## config.mk

```make
export PLATFORM = sky130hd
export DESIGN_NAME = axi4_lite_cmd_sequencer
export DESIGN_NICKNAME = d
export VERILOG_FILES = /design/src/rtl/axi4_lite_cmd_sequencer.sv
export SDC_FILE = /design/constraint.sdc
export NUM_CORES = 1
export LEC_CHECK = 0
export CAP_MARGIN = 20
export CORE_ASPECT_RATIO = 0.5
export CORE_MARGIN = 4
export CORE_UTILIZATION = 54
export DETAILED_ROUTE_END_ITERATION = 8
export PLACE_DENSITY = 0.8
export SKIP_LAST_GASP = 1
export SLEW_MARGIN = 20
export SYNTH_ARGS = -nofsm -noshare
export SYNTH_HDL_FRONTEND = slang
export SYNTH_SLANG_ARGS = --single-unit
```

## constraint.sdc

```tcl
create_clock -name ACLK -period 3.5 [get_ports ACLK]
set_input_delay 0.35 -clock ACLK [delete_from_list [all_inputs] [get_ports ACLK]]
set_output_delay 0.35 -clock ACLK [all_outputs]
set_load 0.05 [all_outputs]
```

## src/rtl/axi4_lite_cmd_sequencer.sv

```systemverilog
// Command front-end for axi4_lite_top. It buffers host commands in a FIFO and issues them one at a
// time. Read results, or a timeout error, come back on a valid/ready response stream.
module axi4_lite_cmd_sequencer #(
   parameter int unsigned DATA_WIDTH = 32,
   parameter int unsigned ADDRESS    = 32,
   parameter int unsigned FIFO_DEPTH = 4,
   parameter int unsigned WR_GAP     = 8,
   parameter int unsigned RD_TIMEOUT = 64
) (
   input  logic                          ACLK,
   input  logic                          ARESET,
   input  logic                          cmd_valid,
   output logic                          cmd_ready,
   input  logic                          cmd_write,
   input  logic [ADDRESS-1:0]            cmd_addr,
   input  logic [DATA_WIDTH-1:0]         cmd_wdata,
   output logic                          read_s,
   output logic                          write_s,
   output logic [ADDRESS-1:0]            address,
   output logic [DATA_WIDTH-1:0]         W_data,
   input  logic [DATA_WIDTH-1:0]         read_data_out,
   input  logic                          read_valid_out,
   output logic                          rsp_valid,
   input  logic                          rsp_ready,
   output logic [DATA_WIDTH-1:0]         rsp_data,
   output logic                          rsp_error,
   output logic                          busy,
   output logic [$clog2(FIFO_DEPTH):0]   fifo_count
);

   localparam int unsigned PTR_W    = $clog2(FIFO_DEPTH);
   localparam int unsigned CNT_W    = PTR_W + 1;
   localparam int unsigned WAIT_MAX = (RD_TIMEOUT > WR_GAP) ? RD_TIMEOUT : WR_GAP;
   localparam int unsigned WAIT_W   = $clog2(WAIT_MAX) + 1;

   typedef struct packed {
      logic                  write;
      logic [ADDRESS-1:0]    addr;
      logic [DATA_WIDTH-1:0] wdata;
   } cmd_t;

   typedef enum logic [2:0] {IDLE, ISSUE, WAIT_RD, WAIT_WR, RESP} state_t;

   cmd_t                  mem_q [FIFO_DEPTH];
   cmd_t                  cmd_in_c;
   cmd_t                  head_c;
   logic [PTR_W-1:0]      wr_ptr_q;
   logic [PTR_W-1:0]      rd_ptr_q;
   logic [CNT_W-1:0]      count_q;
   logic [CNT_W-1:0]      count_d;
   logic                  cmd_ready_q;
   logic                  push_c;
   logic                  pop_c;

   state_t                state_q;
   logic                  is_wr_q;
   logic [WAIT_W-1:0]     wait_q;
   logic                  read_s_q;
   logic                  write_s_q;
   logic [ADDRESS-1:0]    address_q;
   logic [DATA_WIDTH-1:0] wdata_q;
   logic                  rsp_valid_q;
   logic [DATA_WIDTH-1:0] rsp_data_q;
   logic                  rsp_error_q;

   // FIFO control. cmd_ready comes only from the registered count, so a full FIFO never pushes through.
   always_comb begin
      cmd_in_c       = '0;
      cmd_in_c.write = cmd_write;
      cmd_in_c.addr  = cmd_addr;
      cmd_in_c.wdata = cmd_wdata;
      head_c         = mem_q[rd_ptr_q];
      push_c         = cmd_valid && cmd_ready_q;
      pop_c          = (state_q == IDLE) && (count_q != '0);
      count_d        = count_q + CNT_W'(push_c) - CNT_W'(pop_c);
   end

   always_ff @(posedge ACLK) begin
      if (ARESET) begin
         wr_ptr_q    <= '0;
         rd_ptr_q    <= '0;
         count_q     <= '0;
         cmd_ready_q <= 1'b1;
      end else begin
         if (push_c) begin
            mem_q[wr_ptr_q] <= cmd_in_c;
            wr_ptr_q        <= wr_ptr_q + PTR_W'(1);
         end
         if (pop_c) begin
            rd_ptr_q <= rd_ptr_q + PTR_W'(1);
         end
         count_q     <= count_d;
         cmd_ready_q <= (count_d != CNT_W'(FIFO_DEPTH));
      end
   end

   // Sequencer FSM. Start pulses are set on entry to ISSUE, so they last exactly that one cycle.
   always_ff @(posedge ACLK) begin
      if (ARESET) begin
         state_q     <= IDLE;
         is_wr_q     <= 1'b0;
         wait_q      <= '0;
         read_s_q    <= 1'b0;
         write_s_q   <= 1'b0;
         address_q   <= '0;
         wdata_q     <= '0;
         rsp_valid_q <= 1'b0;
         rsp_data_q  <= '0;
         rsp_error_q <= 1'b0;
      end else begin
         case (state_q)
            IDLE: begin
               if (pop_c) begin
                  is_wr_q   <= head_c.write;
                  read_s_q  <= !head_c.write;
                  write_s_q <= head_c.write;
                  address_q <= head_c.addr;
                  wdata_q   <= head_c.write ? head_c.wdata : '0;
                  state_q   <= ISSUE;
               end
            end
            ISSUE: begin
               read_s_q  <= 1'b0;
               write_s_q <= 1'b0;
               wait_q    <= '0;
               state_q   <= is_wr_q ? WAIT_WR : WAIT_RD;
            end
            WAIT_RD: begin
               wait_q <= wait_q + WAIT_W'(1);
               // Returned data takes priority over a timeout that expires in the same cycle.
               if (read_valid_out) begin
                  rsp_valid_q <= 1'b1;
                  rsp_data_q  <= read_data_out;
                  rsp_error_q <= 1'b0;
                  state_q     <= RESP;
               end else if (wait_q == WAIT_W'(RD_TIMEOUT - 1)) begin
                  rsp_valid_q <= 1'b1;
                  rsp_data_q  <= '0;
                  rsp_error_q <= 1'b1;
                  state_q     <= RESP;
               end
            end
            WAIT_WR: begin
               wait_q <= wait_q + WAIT_W'(1);
               if (wait_q == WAIT_W'(WR_GAP - 1)) begin
                  state_q <= IDLE;
               end
            end
            RESP: begin
               if (rsp_ready) begin
                  rsp_valid_q <= 1'b0;
                  state_q     <= IDLE;
               end
            end
            default: begin
               state_q <= IDLE;
            end
         endcase
      end
   end

   assign cmd_ready  = cmd_ready_q;
   assign fifo_count = count_q;
   assign busy       = (state_q != IDLE) || (count_q != '0);
   assign read_s     = read_s_q;
   assign write_s    = write_s_q;
   assign address    = address_q;
   assign W_data     = wdata_q;
   assign rsp_valid  = rsp_valid_q;
   assign rsp_data   = rsp_data_q;
   assign rsp_error  = rsp_error_q;

endmodule
```

; Yosys cells after proc, flatten, opt, wreduce, memory -nomap -nowiden
; Memory sizes are Yosys's and may differ from the RTL's. A register that Yosys moved wholly into a read port is not among the register bits.
; Cells that the tools add are included.
[totals]
ramBits = 260
romBits = 0
mem_count = 1
latch_bits = 0
ff_bits = 119
output_inout_bits = 105
[op_classes]
n_shift = 0
reduce_logical = 17
bitwise = 0
muxes = 25
add_sub_neg = 5
eq_ne = 11
div_mod_pow = 0
magnitude_cmp = 0
multipliers = 0
[mem_list]
columns = name, words, width, read_ports, rd_ports_with_merged_regs, wr, line
row1 = mem_q, 4, 65, 1, 1, 1, 44  ; cmd_t mem_q [FIFO_DEPTH];
[ops]
columns = operator, count
row1 = 2-to-1 mux 32 bit, 3
row2 = 2-to-1 mux 3 bit, 5
row3 = one-hot mux 3 bit (5 select lines), 1
row4 = one-hot mux 7 bit (2 select lines), 1
row5 = 2-to-1 mux 1 bit, 10
row6 = nonzero test 2 bit, 4
row7 = "adder 7 x 1 -> 7 bit, second input constant", 1
row8 = "== test 7 x 3 -> 1 bit, second input constant", 1
row9 = "== test 7 x 6 -> 1 bit, second input constant", 1
row10 = "== test 3 x 2 -> 1 bit, second input constant", 2
row11 = "!= test 2 bit, second input constant", 3
row12 = "!= test 3 bit, second input constant", 2
row13 = one-hot mux 1 bit (2 select lines), 3
row14 = AND reduction 2 bit, 3
row15 = nonzero test 3 bit, 2
row16 = "adder 2 x 1 -> 2 bit, second input constant", 2
row17 = 2-to-1 mux 2 bit, 2
row18 = AND reduction 4 bit, 1
row19 = adder 3 x 1 -> 3 bit, 1
row20 = "== test 3 x 1 -> 1 bit, second input constant", 1
row21 = "== test 3 bit, second input constant", 1
row22 = logical NOT 3 bit, 1
row23 = AND reduction 3 bit, 1
row24 = subtractor 3 x 1 -> 3 bit, 1
row25 = other kinds (4), 5

; Depth between registers and ports, before layout
[logic_depth]
ltp_word = 4
ltp_mapped = 13

; Worst setup path after synthesis
; Ideal clock, no wire load.
[synth_timing]
kind = register to register
from = register cmd_ready_q, in the netlist cmd_ready
to = memory mem_q[0][0] in the netlist's numbering, enable pin
setup_time_ps = 430
stages_incl_launch_ff = 4
arrival_ps = 2578
synth_period_minus_slack_ps = 3008
required_ps = 3070
slack_ps = 492
cell_sequence = dfxtp_1 > nand2_1 > nor2_1 > and2_1
[synth_via]
elab_chain_cells = 4
[synth_lines]
columns = element, line
row1 = from (decl), 51  ; logic cmd_ready_q;
row2 = from (signal assigned), 93  ; cmd_ready_q <= (count_d != CNT_W'(FIFO_DEPTH));
row3 = logical AND 1 bit, 73  ; push_c = cmd_valid && cmd_ready_q;
row4 = 2-to-1 mux 1 bit, 85  ; if (push_c) begin
row5 = 2-to-1 mux 1 bit, 79  ; if (ARESET) begin
row6 = 2-to-1 mux 1 bit (implied by the code), 86  ; mem_q[wr_ptr_q] <= cmd_in_c;
row7 = to (decl), 44
; No other way between the ends.

; Final worst setup path
[layout_timing]
from = register state_q[1]
to = output busy
[layout_via]
elab_chain_cells = 2
[layout_lines]
columns = element, line
row1 = from (decl), 55  ; state_t state_q;
row2 = from (signal assigned), 126  ; state_q <= is_wr_q ? WAIT_WR : WAIT_RD;
row3 = nonzero test 3 bit, 164  ; assign busy = (state_q != IDLE) || (count_q != '0);
row4 = logical OR 1 bit, 164
row5 = to (decl), 27  ; output logic busy,
; No other way between the ends.

==> qor.csv <==
stage,metric,value,unit
sta,Worst Tran Pin Value,0.969,ns
synthesis,Cells after Synth,828,
synthesis,register area share after synthesis,0.743,
pwr,Pwr Density,765,nW/um^2
clock_tree,CTS sink cnt,381,
placed_design,Placer Congestion,0.747,
clock_tree,H-tree Lvls,2,
synthesis,syn nets,938,
sta,final-report hold violation count,0,
setup_path,WP buf/inv,1,
pwr,Int Pwr,0.00878,W
pwr,Clock Power Share,0.271,
clock_tree,clock-pin slew on the worst setup and hold paths,0.07,ns
synthesis,ys flop type,edfxtp_1,
global_route,first-pass GRT wire length,46300,um
clock_tree,Skew-Pair Late Insertion Delay,0.52,ns
clock_tree,clk buf depth,3,
floorplanning,chip width,234,um
hold_path,Hold WC Path Type,input port to register,
sta,Final period util,0.744,
synthesis,top post-synthesis cells by area,"edfxtp_1 57%, dfxtp_1 18%, mux4_2 11%, nand2_1 2.9%, a21oi_1 2.6%",
setup_path,crit path launch type,register,
setup_path,worst path arrival time,2.25,ns
pwr,switching power,0.00440,W
pwr,Sw Ratio,0.334,
sta,max-slew violations,0,
setup_path,critical path endpoint category,output port,
sta,Period minus WS final,2.60,ns
clock_tree,hold buffer count at cts,0,
synthesis,top-area cell type share of the netlist area,0.567,
clock_tree,setup repair bufs after CTS,0,
sta,slew margin rel.,0.352,
global_route,"Remaining Overflow, GRT",0,
routing,routed length per instance,20.8,um
global_route,largest net degree at the start of global routing,66,
synthesis,most frequent cell after synthesis,edfxtp_1,
synthesis,Unique masters post-synth,45,
routing,Detailed Route Iter0 Violations,610,
sta,setup TNS,0,ns
routing,# DRC,0,
global_route,vias in the first global route,8215,
setup_path,Crit Path Category,register to output port,
synthesis,Yosys top cell by area,edfxtp_1,
final_layout,Finished Layout Cells,1396,
setup_path,CP Max Fanout,16,
clock_tree,post_cts resized,0,
pwr,VDD IR max,0.386,mV
placed_design,"Cell Area, Placed",16200,um^2
setup_path,slowest cell on the critical path,clkdlybuf4s50_1,
routing,Vias,7920,
clock_tree,Root Buffer,clkbuf_16,
synthesis,Syn Area/Cell,16.6,um^2
setup_path,"delay-heaviest family, CP",buffers and inverters,
synthesis,Yosys warnings,0,
final_layout,final instance area,17200,um^2
pwr,Sequential Power Share,0.430,
pwr,Comb pwr share,0.300,
placed_design,"number of placed instances, taps included",1334,
setup_path,worst path cell trace,nor3_4 > nand2_1 > clkdlybuf4s50_1,
floorplanning,Initial Util,0.562,
clock_tree,CTS tree,built,
final_layout,layout cells sized above 1,0.136,
setup_path,crit-path max cell delay,0.84,ns
sta,Fmax achieved,384,MHz
synthesis,"flops & latches, synth",381,
synthesis,"top cells by count, synth","260 x edfxtp_1, 121 x dfxtp_1, 107 x nand2_1",
floorplanning,Ports,207,
final_layout,Final nets,1144,
global_route,GRT Util Overall,0.210,
sta,Final setup viols,0,
sta,Setup Skew,0.0193,ns
routing,ANT nets after route,0,
floorplanning,die height,121,um
placed_design,PortBufs,206,
job,# Max-Cap Violations,0,
floorplanning,die area,28300,um^2
clock_tree,CTS Buf Count,34,
sta,RSZ-0062 raised after global routing,no,
synthesis,Mapped Area,13800,um^2
status,status,completed,
global_route,initial antenna violation count,1,
floorplanning,number of core rows,40,
pwr,leakage,5.62,nW
synthesis,async set-or-reset flop fraction in the synthesized netlist,0,
floorplanning,core area,24500,um^2
routing,Via density,5.67,
setup_path,WP data required,3.15,ns
synthesis,Post-synth EDFFs,260,
routing,"wirelength, routed",29100,um
placed_design,DP HPWL,18100,um
routing,drt pass-1 iters,5,
final_layout,Area Overhead vs Synth,25.0,%
-- area by class of cell --
| type | count | area [um^2] |
|---|---|---|
| multi-input combinational | 391 | 3280 |
| antenna | 1 | 2.50 |
| timing repair buffer | 219 | 2180 |
| inverter | 7 | 26.3 |
| tap | 336 | 420 |
| sequential | 381 | 10200 |
| clock buffer | 46 | 947 |
| fill | 1587 | 7300 |
| clock inverter | 15 | 121 |
-- layer usage --
| metal | vias up | global-route usage | part of all wire |
|---|---|---|---|
| li1 | 3585 | - | - |
| met1 | 4037 | 0.266 | 0.40 |
| met2 | 238 | 0.372 | 0.52 |
| met3 | 60 | 0.0415 | 0.057 |
| met4 | 0 | 0.0597 | 0.026 |
| met5 | - | 0 | 0 |
-- worst paths after layout --
kind,start,to,slack (ns),depth (start not counted)
max,state_q[1],busy,0.90,3
min,ARESET,address[19],0.24,2
max reg2reg,fifo_count[1],cmd_ready,1.10,11
min reg2reg,address[2],address[2],0.45,2
-- flip-flops by register name (all words and copies together) (netlist names), named ones only --
| signal | count |
|---|---|
| cmd_ready | 1 |
| read_s | 1 |
| W_data | 32 |
| is_wr_q | 1 |
| state_q | 3 |
| wait_q | 7 |
| rsp_valid | 1 |
| rsp_data | 32 |
| fifo_count | 3 |
| mem_q | 260 |
| wr_ptr_q | 2 |
| rd_ptr_q | 2 |
| rsp_error | 1 |
| write_s | 1 |
| address | 32 |
-- cell families after synthesis --
group,after synthesis,synth area share
adders and majority gates,8,0.00781
DFF,381,0.743
muxes,68,0.109
buffers and inverters,56,0.0203
AOI/OAI and AO/OA,154,0.0676
and+or+nand+nor,156,0.0500
xor gates and xnor gates,5,0.00318
-- worst reg2reg max path, cell delays in order (launching register included) --
cell and delay [ns]:
dfxtp_1 0.36, or3_1 0.46, nand2_2 0.11, inv_2 0.04, ha_1 0.26, inv_1 0.04
ha_1 0.18, fa_1 0.39, xnor2_1 0.15, xnor2_1 0.12, nor2_1 0.13, nand2_1 0.07
-- placed cells by master, fill, tap and decap left out, types with 5 or more instances in the layout --
| cell | netlist | routed |
|---|---|---|
| buf_4 | 8 | 12 |
| inv_1 | 6 | 6 |
| nand3_1 | 5 | 5 |
| clkbuf_16 | 0 | 35 |
| dfxtp_1 | 121 | 119 |
| nor2_1 | 19 | 18 |
| a21oi_1 | 72 | 72 |
| clkbuf_1 | 18 | 8 |
| o21ai_0 | 32 | 32 |
| ha_1 | 7 | 7 |
| nand2_1 | 107 | 107 |
| a22o_1 | 32 | 32 |
| mux4_2 | 65 | 65 |
| clkdlybuf4s50_1 | 0 | 205 |
| edfxtp_1 | 260 | 260 |
-- metrics by stage --
| stage | worst slack [ns] | hold WS, ns | utilization | total power (W) |
|---|---|---|---|---|
| after floorplan | 0.492 | 0.436 | - | 0.00843 |
| after global placement | 0.917 | 0.445 | 0.659 | 0.00966 |
| after detailed placement | 0.871 | 0.447 | 0.659 | 0.00974 |
| after CTS | 0.869 | 0.225 | 0.702 | 0.0133 |
| after global routing | 0.762 | 0.239 | 0.702 | 0.0138 |
| final | 0.895 | 0.238 | 0.702 | 0.0132 |
-- power by group through the flow --
stage	logic, W	registers [W]	clock network [W]
after floorplan	0.00172	0.00671	0
after global placement	0.00392	0.00574	0
after detailed placement	0.00398	0.00576	0
after CTS	0.00400	0.00567	0.00366
after global routing	0.00421	0.00572	0.00387
final	0.00395	0.00566	0.00357
(Power assumes the default switching activity.)
